File: config.mk
export PLATFORM = sky130hd
export DESIGN_NAME = truth_table_probe
export DESIGN_NICKNAME = d
export VERILOG_FILES = /design/src/rtl/truth_table_probe.sv
export SDC_FILE = /design/constraint.sdc
export NUM_CORES = 1
export LEC_CHECK = 0
export CORE_MARGIN = 10
export CORE_UTILIZATION = 45
export DETAILED_ROUTE_END_ITERATION = 6
export GPL_TIMING_DRIVEN = 0
export HOLD_SLACK_MARGIN = 0.03
export MAX_ROUTING_LAYER = met4
export PLACE_DENSITY = 0.74
export SETUP_SLACK_MARGIN = 0.1
export SYNTH_ARGS = -nofsm -noshare
export SYNTH_HDL_FRONTEND = slang
export SYNTH_SLANG_ARGS = --single-unit
File: constraint.sdc
create_clock -name clk -period 5.5 [get_ports clk]
set_clock_uncertainty 0.2 [all_clocks]
set_input_delay 0.825 -clock clk [delete_from_list [all_inputs] [get_ports clk]]
set_output_delay 0.825 -clock clk [all_outputs]
set_load 0.02 [all_outputs]
File: src/rtl/truth_table_probe.sv
// Sweeps a 3-input logic block through all eight input rows, samples its output
// and reports the measured truth-table code, per-row instability and a match flag.
module truth_table_probe #(
  parameter int unsigned SETTLE_CYCLES = 4,
  parameter int unsigned SAMPLES       = 2
) (
  input  logic       clk,
  input  logic       rst,
  input  logic       start,
  input  logic [7:0] expected,
  input  logic       dut_out,
  output logic       in1,
  output logic       in2,
  output logic       in3,
  output logic       busy,
  output logic       done,
  output logic [7:0] table_code,
  output logic [7:0] unstable_mask,
  output logic       match
);

  localparam int unsigned CNT_W  = 8;
  localparam int unsigned ROW_W  = 3;
  localparam int unsigned CODE_W = 8;

  localparam logic [CNT_W-1:0] SETTLE_LAST = CNT_W'(SETTLE_CYCLES - 1);
  localparam logic [CNT_W-1:0] SAMPLE_LAST = CNT_W'(SAMPLES - 1);
  localparam logic [ROW_W-1:0] ROW_LAST    = ROW_W'(7);

  typedef enum logic [1:0] {
    ST_IDLE   = 2'd0,
    ST_SETTLE = 2'd1,
    ST_SAMPLE = 2'd2,
    ST_FINISH = 2'd3
  } state_t;

  state_t              r_state;
  state_t              w_next_state;

  logic [ROW_W-1:0]    r_row;
  logic [CNT_W-1:0]    r_cnt;
  logic [CODE_W-1:0]   r_expected;
  logic [CODE_W-1:0]   r_table;
  logic [CODE_W-1:0]   r_mask;
  logic                r_match;
  logic                r_busy;
  logic                r_done;
  logic [ROW_W-1:0]    r_drive;

  logic                w_accept;
  logic                w_settle_end;
  logic                w_sample_end;
  logic                w_last_row;
  logic [ROW_W-1:0]    w_bit;
  logic [ROW_W-1:0]    w_row_next;
  logic [CNT_W-1:0]    w_cnt_next;
  logic                w_busy_d;
  logic                w_done_d;
  logic [ROW_W-1:0]    w_drive_d;

  assign w_accept     = (r_state == ST_IDLE) && start;
  assign w_settle_end = (r_cnt == SETTLE_LAST);
  assign w_sample_end = (r_cnt == SAMPLE_LAST);
  assign w_last_row   = (r_row == ROW_LAST);
  // Row i lands in code bit (7-i), i.e. the bitwise inverse of the row index.
  assign w_bit        = ~r_row;

  // State register
  always_ff @(posedge clk) begin
    if (rst) begin
      r_state <= ST_IDLE;
    end else begin
      r_state <= w_next_state;
    end
  end

  // Next-state logic
  always_comb begin
    w_next_state = r_state;
    case (r_state)
      ST_IDLE: begin
        if (w_accept) begin
          w_next_state = ST_SETTLE;
        end
      end
      ST_SETTLE: begin
        if (w_settle_end) begin
          w_next_state = ST_SAMPLE;
        end
      end
      ST_SAMPLE: begin
        if (w_sample_end) begin
          w_next_state = w_last_row ? ST_FINISH : ST_SETTLE;
        end
      end
      ST_FINISH: begin
        w_next_state = ST_IDLE;
      end
      default: begin
        w_next_state = ST_IDLE;
      end
    endcase
  end

  // Output / datapath next values, aligned so registered outputs track the state
  always_comb begin
    w_row_next = r_row;
    w_cnt_next = '0;
    w_busy_d   = 1'b0;
    w_done_d   = 1'b0;
    w_drive_d  = '0;

    case (r_state)
      ST_IDLE: begin
        if (w_accept) begin
          w_row_next = '0;
        end
      end
      ST_SAMPLE: begin
        if (w_sample_end && !w_last_row) begin
          w_row_next = r_row + ROW_W'(1);
        end
      end
      ST_FINISH: begin
        w_done_d = 1'b1;
      end
      default: begin
        w_row_next = r_row;
      end
    endcase

    // Counter restarts on every state change, including SAMPLE->SETTLE row steps.
    if ((w_next_state == ST_SETTLE) || (w_next_state == ST_SAMPLE)) begin
      w_busy_d  = 1'b1;
      w_drive_d = w_row_next;
      if (w_next_state == r_state) begin
        w_cnt_next = r_cnt + CNT_W'(1);
      end
    end
  end

  // Datapath and registered outputs
  always_ff @(posedge clk) begin
    if (rst) begin
      r_row      <= '0;
      r_cnt      <= '0;
      r_expected <= '0;
      r_table    <= '0;
      r_mask     <= '0;
      r_match    <= 1'b0;
      r_busy     <= 1'b0;
      r_done     <= 1'b0;
      r_drive    <= '0;
    end else begin
      r_row   <= w_row_next;
      r_cnt   <= w_cnt_next;
      r_busy  <= w_busy_d;
      r_done  <= w_done_d;
      r_drive <= w_drive_d;

      if (w_accept) begin
        r_expected <= expected;
        r_table    <= '0;
        r_mask     <= '0;
        r_match    <= 1'b0;
      end else if (r_state == ST_SAMPLE) begin
        // First sample defines the row's bit; later disagreeing samples flag it.
        if (r_cnt == '0) begin
          r_table[w_bit] <= dut_out;
        end else if (dut_out != r_table[w_bit]) begin
          r_mask[w_bit] <= 1'b1;
        end
      end else if (r_state == ST_FINISH) begin
        r_match <= (r_table == r_expected) && (r_mask == '0);
      end
    end
  end

  assign in1           = r_drive[2];
  assign in2           = r_drive[1];
  assign in3           = r_drive[0];
  assign busy          = r_busy;
  assign done          = r_done;
  assign table_code    = r_table;
  assign unstable_mask = r_mask;
  assign match         = r_match;

endmodule

=== Word level (Yosys, flattened, before mapping) ===
Cells that the tools add are included.

* Reduce and logical (&&, ||, !) cells: 15
* $add $sub $neg: 2
* Equal/unequal tests: 11
* Order comparisons: 2
* Muxes and demuxes: 15
* Bitwise gates (word level): 6

{| class="wikitable"
|+ Operators by type and width
! kind !! count
|-
| $logic_not 8->1 || 2
|-
| $add 8x1->8 const B || 1
|-
| $bwmux 8 || 1
|-
| $eq 8x1->1 const B || 1
|-
| $eq 8x2->1 const B || 1
|-
| $eq 8x8->1 || 1
|-
| $mux 2 || 4
|-
| $or 8x8->8 || 1
|-
| $pmux 2 s4 || 1
|-
| $eq 2x2->1 const B || 3
|-
| $mux 3 || 2
|-
| $pmux 3 s2 || 1
|-
| $eq 2x1->1 const B || 2
|-
| $logic_and 1x1->1 || 4
|-
| $lt 3x4->1 const B || 1
|-
| $mux 1 || 4
|-
| $not 1->1 || 4
|-
| $reduce_and 2->1 || 2
|-
| $reduce_or 2->1 || 2
|-
| $add 3x1->3 const B || 1
|-
| $bmux 1 s3 || 1
|-
| $demux 1 s3 || 1
|-
| $eq 3x3->1 const B || 1
|-
| $ge 3x1->1 const B || 1
|-
| other kinds (8) || 8
|}

* Logic and storage cells: 61
* Input port bits: 12
* Register bits after elaboration: 43
* Output and inout port bits: 22

=== Logic depth before layout (Yosys ltp) ===
Gate-level depths: netlist (run 1).

* Word-level depth: 8
* Gate-level depth with buffers: 7
* Mapped depth without buffers: 6

=== Worst setup path after synthesis (run 1) ===
Ideal clock, no wire load.

* Path kind: input-to-reg
* Start point: input port rst
* End point: register r_cnt[1]
* Buffers on the path: 1
* Required time: 5220 ps
* Stages: 4
* Arrival: 1886 ps
* Path slack: 3334 ps
* Library setup time: 80 ps
* Cells stage by stage: clkbuf_1 or3_1 or3_1 nor3b_1

* Word-level cells in the longest chain between the ends: 1

{| class="wikitable"
|+ Ends and longest elaborated chain
! item !! RTL line !! text
|-
| from (decl) || 8 || <nowiki>input logic rst,</nowiki>
|-
| $reduce_or 3->1 (no line) || n/a ||
|-
| to (signal assigned) || 156 || <nowiki>r_cnt <= w_cnt_next;</nowiki>
|-
| to (decl) || 41 || <nowiki>logic [CNT_W-1:0] r_cnt;</nowiki>
|}

No other way between the ends.
A chain may end at the register's enable or synchronous reset.

=== Worst setup path after layout (run 1) ===
* Start point: input port start
* End point: register r_cnt[4]

* Word-level cells in the longest chain between the ends: 7
* Elaborated cells between the ends (all ways): 10
* Those cells by class: eq/ne: 3; mux: 2; bitwise: 2; reduce/logical: 3

{| class="wikitable"
|+ Ends and longest elaborated chain
! item !! RTL line !! text
|-
| from (decl) || 9 || <nowiki>input logic start,</nowiki>
|-
| $logic_and 1x1->1 * || 61 || <nowiki>assign w_accept = (r_state == ST_IDLE) && start;</nowiki>
|-
| $mux 2 * || 82 || <nowiki>if (w_accept) begin</nowiki>
|-
| $pmux 2 s4 * || 80 || <nowiki>case (r_state)</nowiki>
|-
| $eq 2x1->1 or $eq 2x2->1 (tied branches) || 133 || <nowiki>if ((w_next_state == ST_SETTLE) || (w_next_state == ST_SAMPLE)) begin</nowiki>
|-
| $logic_or 1x1->1 || 133 ||
|-
| $not 1->1 (no line) || n/a ||
|-
| $reduce_or 3->1 (no line) * || n/a ||
|}

Every way passes the cells marked *; elsewhere a longest branch is shown, timed or not.

==> run_results.csv, run 1 <==
group,metric,value,unit
clocking,htree_num_levels,2,
clocking,clock_path_buffers,2,
sta,min_period_over_period,47.9,%
logic_synthesis,netlist_area,2050,sq um
clocking,numClockSinks,43,
clocking,cts_resized,0,
critical_path,timing.rr.start,"r_row[1]$_SDFF_PP0_",
hold_path,hold_start,"unstable_mask[7]$_SDFFE_PP0P_",
global_route,grt-ovfl-total,0,
clocking,clk_pin_slew,0.08,ns
clocking,post_cts_buffers,0,
floorplan,start_util,46.7,%
critical_path,critPathKind,"in -> reg",
run,maxCapViolCount,0,
sta,grt_setup_unrepaired,"no",
floorplan,die_w,87.5,um
logic_synthesis,synth_edf_count,0,
sta,worst_hold_slack,0.264,ns
pwr,p_per_area,225,nW/um^2
critical_path,required,5.48,ns
pwr,vdd_drop_max,0.162,mV
detailed_routing,dr.pass1.iters,4,
logic_synthesis,synth_top_area_cell,"dfxtp_1",
detailed_routing,detail-route-antenna-nets,0,
layout,final_area,2520,sq um
status,status,"completed",
floorplan,io_pins,34,
global_route,grt_pass1_vias,1702,
sta,setup_slack,2.87,ns
logic_synthesis,post_synth.cell_area_avg,8.99,sq um
layout,post_route_cells_drive_above_1_share,8.21,%
layout,area_growth,22.8,%
sta,setup-violations-final,0,
logic_synthesis,synthTopCellsByCount,"dfxtp_1 (43), nand2_1 (37), nor2_1 (15), a21oi_1 (11), xnor2_1 (11)",
logic_synthesis,yosysWarnings,0,
logic_synthesis,synthesis.nets,245,
logic_synthesis,synth_cell_types,43,
placement,dpl_worst_slack,2.55,ns
layout,nNetsFinal,284,
placement,io_buffers,32,
detailed_routing,drt_wl_total,4.69,mm
floorplan,die_y,87.5,um
logic_synthesis,synth_top_area_share,42.0,%
logic_synthesis,synthArstFlopShare,0,%
sta,hold_viol,0,
sta,slew_violations,0,
placement,placed_area,2430,sq um
critical_path,start_kind,"input port",
placement,hpwl,3.47,mm
global_route,grt_first_pass_wirelength,8.07,mm
placement,gp_congestion,0.888,
sta,relSlewSlack,66.3,%
logic_synthesis,yosysMostFrequentCell,"dfxtp_1",
clocking,cts_hold_buf,0,
hold_path,hold_depth,2,
placement,dp_cells,312,
sta,tightest_slew,0.505,ns
critical_path,r2r_slack,3.29,ns
pwr,p_total,565,uW
detailed_routing,wl_per_cell,14.6,um
critical_path,endpoint_kind,"flip-flop",
clocking,cts_tree,"done",
floorplan,fp.coreArea,4380,sq um
critical_path,worstPathMaxFanout,10,
global_route,grt_max_degree,13,
logic_synthesis,ys_ff_latch,43,
sta,fin_setup_tns,0,ns
critical_path,reg2reg_to,"unstable_mask[2]$_SDFFE_PP0P_",
global_route,antenna_found_initial,0,
sta,fin_crit,2.63,ns
pwr,cellLeakagePower,0.911,nW
hold_path,hold_path.class,"reg -> reg",
hold_path,hold_end,"unstable_mask[7]$_SDFFE_PP0P_",
clocking,root_buffer,"clkbuf_8",
layout,fillCellCount,416,
floorplan,row_count,24,
detailed_routing,vias,1736,
logic_synthesis,postSynthCellCount,228,
sta,fmax,380,MHz
detailed_routing,post-route-drc-count,0,
layout,final_cell_count_no_fill,320,
clocking,clock_latency,0.30,ns
floorplan,dieArea,7650,sq um
detailed_routing,dr.first_iter.drc_count,74,
detailed_routing,vias_per_cell,5.43,
logic_synthesis,synth-seq-area-share,42.0,%
logic_synthesis,synth_area_leaders,"dfxtp_1 (42%), nand2_1 (6.8%), xnor2_1 (4.7%)",
critical_path,critical_path_arrival,2.61,ns
global_route,grt_use_total,13.3,%
layout,utilization,57.4,%
layout,antenna_cells,0,
critical_path,rr_worst_depth,5,
logic_synthesis,ys_dominant_reg_cell,"dfxtp_1",
clocking,cts_inserted_buffers,5,
cell usage in the layout (no fill, tap or decap), types with 2 or more instances in the layout:
cell type | Yosys | final
mux2i_1 | 9 | 9
nand2_1 | 37 | 37
o31ai_1 | 3 | 3
nor3b_1 | 2 | 2
inv_1 | 5 | 5
o21bai_1 | 3 | 3
or3b_2 | 2 | 2
clkbuf_1 | 4 | 6
ha_1 | 5 | 5
dfxtp_1 | 43 | 43
o21ai_1 | 8 | 8
or3_1 | 4 | 4
and3_1 | 2 | 2
a21oi_1 | 11 | 11
nand2b_1 | 3 | 3
nor2_1 | 15 | 15
xnor2_1 | 11 | 11
clkbuf_8 | 0 | 5
buf_2 | 6 | 6
nand3_1 | 4 | 4
xor2_1 | 3 | 3
nor3_1 | 7 | 7
o211ai_1 | 3 | 3
nand4_1 | 4 | 4
nor4_1 | 4 | 4
clkdlybuf4s50_1 | 0 | 32
a211oi_1 | 2 | 2
o41ai_1 | 2 | 2
a2111oi_0 | 2 | 2
nor2b_1 | 4 | 4
and2_1 | 6 | 6
how the worst max path moves through the flow:
stage / endpoint / start / slack [ns] / cells after the start
2_1_floorplan: r_cnt[1]$_SDFF_PP0_ / rst / 3.33 / 4
4_1_cts: r_cnt[4]$_SDFF_PP0_ / start / 2.85 / 6
5_1_grt: r_cnt[3]$_SDFF_PP0_ / start / 2.65 / 6
3_3_place_gp: r_cnt[3]$_SDFF_PP0_ / start / 2.61 / 6
6_report: r_cnt[4]$_SDFF_PP0_ / start / 2.87 / 6
3_5_place_dp: r_cnt[4]$_SDFF_PP0_ / start / 2.55 / 6
critical path: stages:
cell,delay [ns]
clkdlybuf4s50_1,0.54
nor3b_1,0.43
buf_2,0.33
a311oi_1,0.07
o21bai_1,0.32
nor2_1,0.09
area by class of cell:
type	instances	area, sq um	share of cell area, %
Buffer	12	63.8	2.54
Inverter	5	18.8	0.746
Sequential cell	43	861	34.2
Multi-Input combinational cell	168	1110	44.0
Timing Repair Buffer	32	320	12.7
Tap cell	52	65.1	2.59
Clock buffer	7	76.3	3.03
Clock inverter	1	5.00	0.199
layer usage:
layer,vias to the layer above,track usage [%],routed length (um)
li1,881,-,-
met1,803,15.9,2090
met2,46,20.9,2180
met3,6,3.75,355
met4,0,4.35,62
met5,-,-,0
cells by family after synthesis:
kind of cell | after synthesis | synth area share [%]
flip-flops | 43 | 42.0
AO/OA/AOI/OAI | 40 | 12.8
AND/OR/NAND/NOR | 97 | 24.3
XOR/XNOR | 14 | 5.98
buffers and inverters | 17 | 4.03
multiplexers | 12 | 7.88
adder cells (fa/ha/maj) | 5 | 3.05
state kept, by name (all words and copies together), names as in the netlist:
signal         flops
match              1
table_code         8
r_state            2
done               1
r_expected         8
r_drive            3
r_cnt              8
r_row              3
busy               1
unstable_mask      8
where the power goes:
group / internal, mW / switching, mW / leakage [nW]
sequential: 0.317 / 0.00349 / 0.348
combinational: 0.0214 / 0.0277 / 0.520
clock: 0.0892 / 0.107 / 0.0422
Note: power is estimated with default switching activity, not from simulation.
==> run 2: changes to the inputs <==
==> constraint.sdc (replaced) <==
create_clock -name clk -period 2.55 [get_ports clk]
set_clock_uncertainty 0.2 [all_clocks]
set_input_delay 0.3825 -clock clk [delete_from_list [all_inputs] [get_ports clk]]
set_output_delay 0.3825 -clock clk [all_outputs]
set_load 0.02 [all_outputs]
==> results of run 2 <==
The final DEF is identical to that of run 1. Status: completed.
Main changes from that run: setup slack after placement 2.55 ns -> 0.0431 ns; setup slack after layout 2.87 ns -> 0.336 ns; start point of the critical path start -> r_row[1]$_SDFF_PP0_; end point of the critical path r_cnt[4]$_SDFF_PP0_ -> unstable_mask[2]$_SDFFE_PP0P_; register-to-register setup slack 3.29 ns -> 0.34 ns; total power 0.565 mW -> 1.22 mW; worst IR drop on VDD 0.162 mV -> 0.350 mV
==> run 3: changes to the inputs <==
--- a/config.mk
+++ b/config.mk
@@ -6,12 +6,13 @@
 export NUM_CORES = 1
 export LEC_CHECK = 0
 export CORE_MARGIN = 10
-export CORE_UTILIZATION = 45
+export CORE_UTILIZATION = 38
+export CTS_CLUSTER_DIAMETER = 60
 export DETAILED_ROUTE_END_ITERATION = 6
-export GPL_TIMING_DRIVEN = 0
+export GPL_TIMING_DRIVEN = 1
 export HOLD_SLACK_MARGIN = 0.03
 export MAX_ROUTING_LAYER = met4
-export PLACE_DENSITY = 0.74
+export PLACE_DENSITY = 0.65
 export SETUP_SLACK_MARGIN = 0.1
 export SYNTH_ARGS = -nofsm -noshare
 export SYNTH_HDL_FRONTEND = slang
==> run_results.csv, run 3 (synthesis gave the netlist of run 1 again) <==
group,metric,value,unit
placement,io_buffers,33,
placement,dp_cells,326,
detailed_routing,post-route-drc-count,0,
layout,post_route_cells_drive_above_1_share,8.71,%
floorplan,fp.coreArea,5170,sq um
pwr,p_per_area,523,nW/um^2
clocking,cts_resized,0,
critical_path,required,2.53,ns
detailed_routing,dr.pass1.iters,4,
critical_path,path_cells,"mux4_1 -> mux2i_4 -> mux2i_1 -> o21ai_1",
global_route,met2_usage,16.5,%
clocking,htree_num_levels,2,
layout,layout_common_cells,"dfxtp_1 (43), nand2_1 (37), clkdlybuf4s50_1 (33)",
detailed_routing,vias,1727,
global_route,antenna_found_initial,0,
clocking,clock_latency,0.30,ns
status,status,"completed",
layout,multiInputGateArea,1110,sq um
clocking,cts_hold_buf,0,
critical_path,start_kind,"flip-flop",
clocking,cts_inserted_buffers,5,
critical_path,worstPathMaxFanout,6,
sta,hold_viol,0,
clocking,numClockSinks,43,
clocking,post_cts_buffers,0,
layout,nNetsFinal,280,
global_route,grt_max_degree,15,
critical_path,cp_top_family,"multiplexers",
floorplan,die_y,93.4,um
global_route,grt_first_pass_wirelength,7.90,mm
sta,setup-violations-final,0,
sta,slew_violations,0,
floorplan,row_count,26,
global_route,grt_pass1_vias,1657,
layout,final_common_cell,"dfxtp_1",
critical_path,critPathKind,"reg -> reg",
floorplan,dieArea,8730,sq um
detailed_routing,wl_per_cell,14.0,um
sta,tightest_slew,0.442,ns
layout,antenna_cells,0,
critical_path,r2r_slack,0.39,ns
hold_path,hold_path.class,"reg -> reg",
floorplan,io_pins,34,
critical_path,max_stage_delay,0.64,ns
critical_path,endpoint_kind,"flip-flop",
sta,relSlewSlack,70.5,%
pwr,cellLeakagePower,0.927,nW
pwr,vdd_drop_max,0.430,mV
clocking,root_buffer,"clkbuf_8",
clocking,clock_path_buffers,2,
sta,grt_setup_unrepaired,"no",
global_route,grt-ovfl-total,0,
placement,gp_congestion,0.842,
floorplan,start_util,39.6,%
global_route,grt_use_total,11.4,%
sta,fmax,463,MHz
run,maxCapViolCount,0,
global_route,met1_usage,14.2,%
critical_path,critical_path_arrival,2.14,ns
detailed_routing,vias_per_cell,5.17,
global_route,grt.met3_usage,4.48,%
sta,fin_crit,2.16,ns
layout,fillCellCount,497,
layout,area_growth,25.6,%
sta,fin_setup_tns,0,ns
layout,final_cell_count_no_fill,334,
critical_path,critical-path-slowest-cell,"mux4_1",
placement,hpwl,3.55,mm
clocking,cts_tree,"done",
detailed_routing,detail-route-antenna-nets,0,
layout,seqCellArea,861,sq um
clocking,clk_pin_slew,0.08,ns
sta,min_period_over_period,84.7,%
global_route,grt.busiest_layer,"met2",
floorplan,die_w,93.4,um
detailed_routing,drt_wl_total,4.67,mm
detailed_routing,dr.first_iter.drc_count,85,
critical_path,path_buf_inv,0,
-- run 3: cell count changes in the layout (fill, tap and decap cells not counted), sizes merged --
cell	previous run	this run
buf	8	7
bufinv	0	1
clkbuf	11	6
clkdlybuf4s50	32	33
-- run 3: final timing paths --
path | to | start | depth (start not counted)
max | unstable_mask[0]$_SDFFE_PP0P_ | r_row[0]$_SDFF_PP0_ | 4
min | unstable_mask[1]$_SDFFE_PP0P_ | unstable_mask[1]$_SDFFE_PP0P_ | 2
max reg2reg | unstable_mask[0]$_SDFFE_PP0P_ | r_row[0]$_SDFF_PP0_ | 4
min reg2reg | unstable_mask[1]$_SDFFE_PP0P_ | unstable_mask[1]$_SDFFE_PP0P_ | 2
-- run 3: area by class of cell --
| type | count | share of cell area (%) |
|---|---|---|
| timing repair buffer | 40 | 14.9 |
| inverter | 5 | 0.729 |
| tap | 70 | 3.40 |
| sequential | 43 | 33.4 |
| clock buffer | 6 | 3.21 |
| multi-input combinational | 168 | 43.0 |
| clock inverter | 2 | 1.36 |
-- run 3: through the flow --
step | instance area [sq um] | power, mW | utilization [%] | hold WS, ns | setup WS [ns]
6_report | 2570 | 1.35 | 49.8 | 0.266 | 0.391
5_1_grt | 2570 | 1.40 | 49.8 | 0.287 | 0.204
3_5_place_dp | 2460 | 0.815 | 47.5 | 0.257 | 0.233
3_3_place_gp | 2460 | 0.813 | 47.5 | 0.252 | 0.280
2_1_floorplan | 2050 | 0.772 | - | 0.250 | 0.634
4_1_cts | 2570 | 1.36 | 49.8 | 0.268 | 0.353
-- run 3: worst reg2reg max path, cell delays in order (launching register included) --
cell	delay [ns]
dfxtp_1	0.48
mux4_1	0.64
mux2i_4	0.21
mux2i_1	0.40
o21ai_1	0.12
-- run 3: metal layers --
| layer | up-vias | part of all wire, % |
|---|---|---|
| met5 | - | 0 |
| met4 | 0 | 0.69 |
| met3 | 4 | 9.7 |
| met2 | 59 | 44 |
| met1 | 795 | 46 |
| li1 | 869 | - |
-- run 3: power breakdown --
part	internal, mW	switching, mW	leakage (nW)
registers	0.683	0.0105	0.348
clock network	0.317	0.231	0.0612
logic	0.0499	0.0546	0.518
total	1.05	0.296	0.927
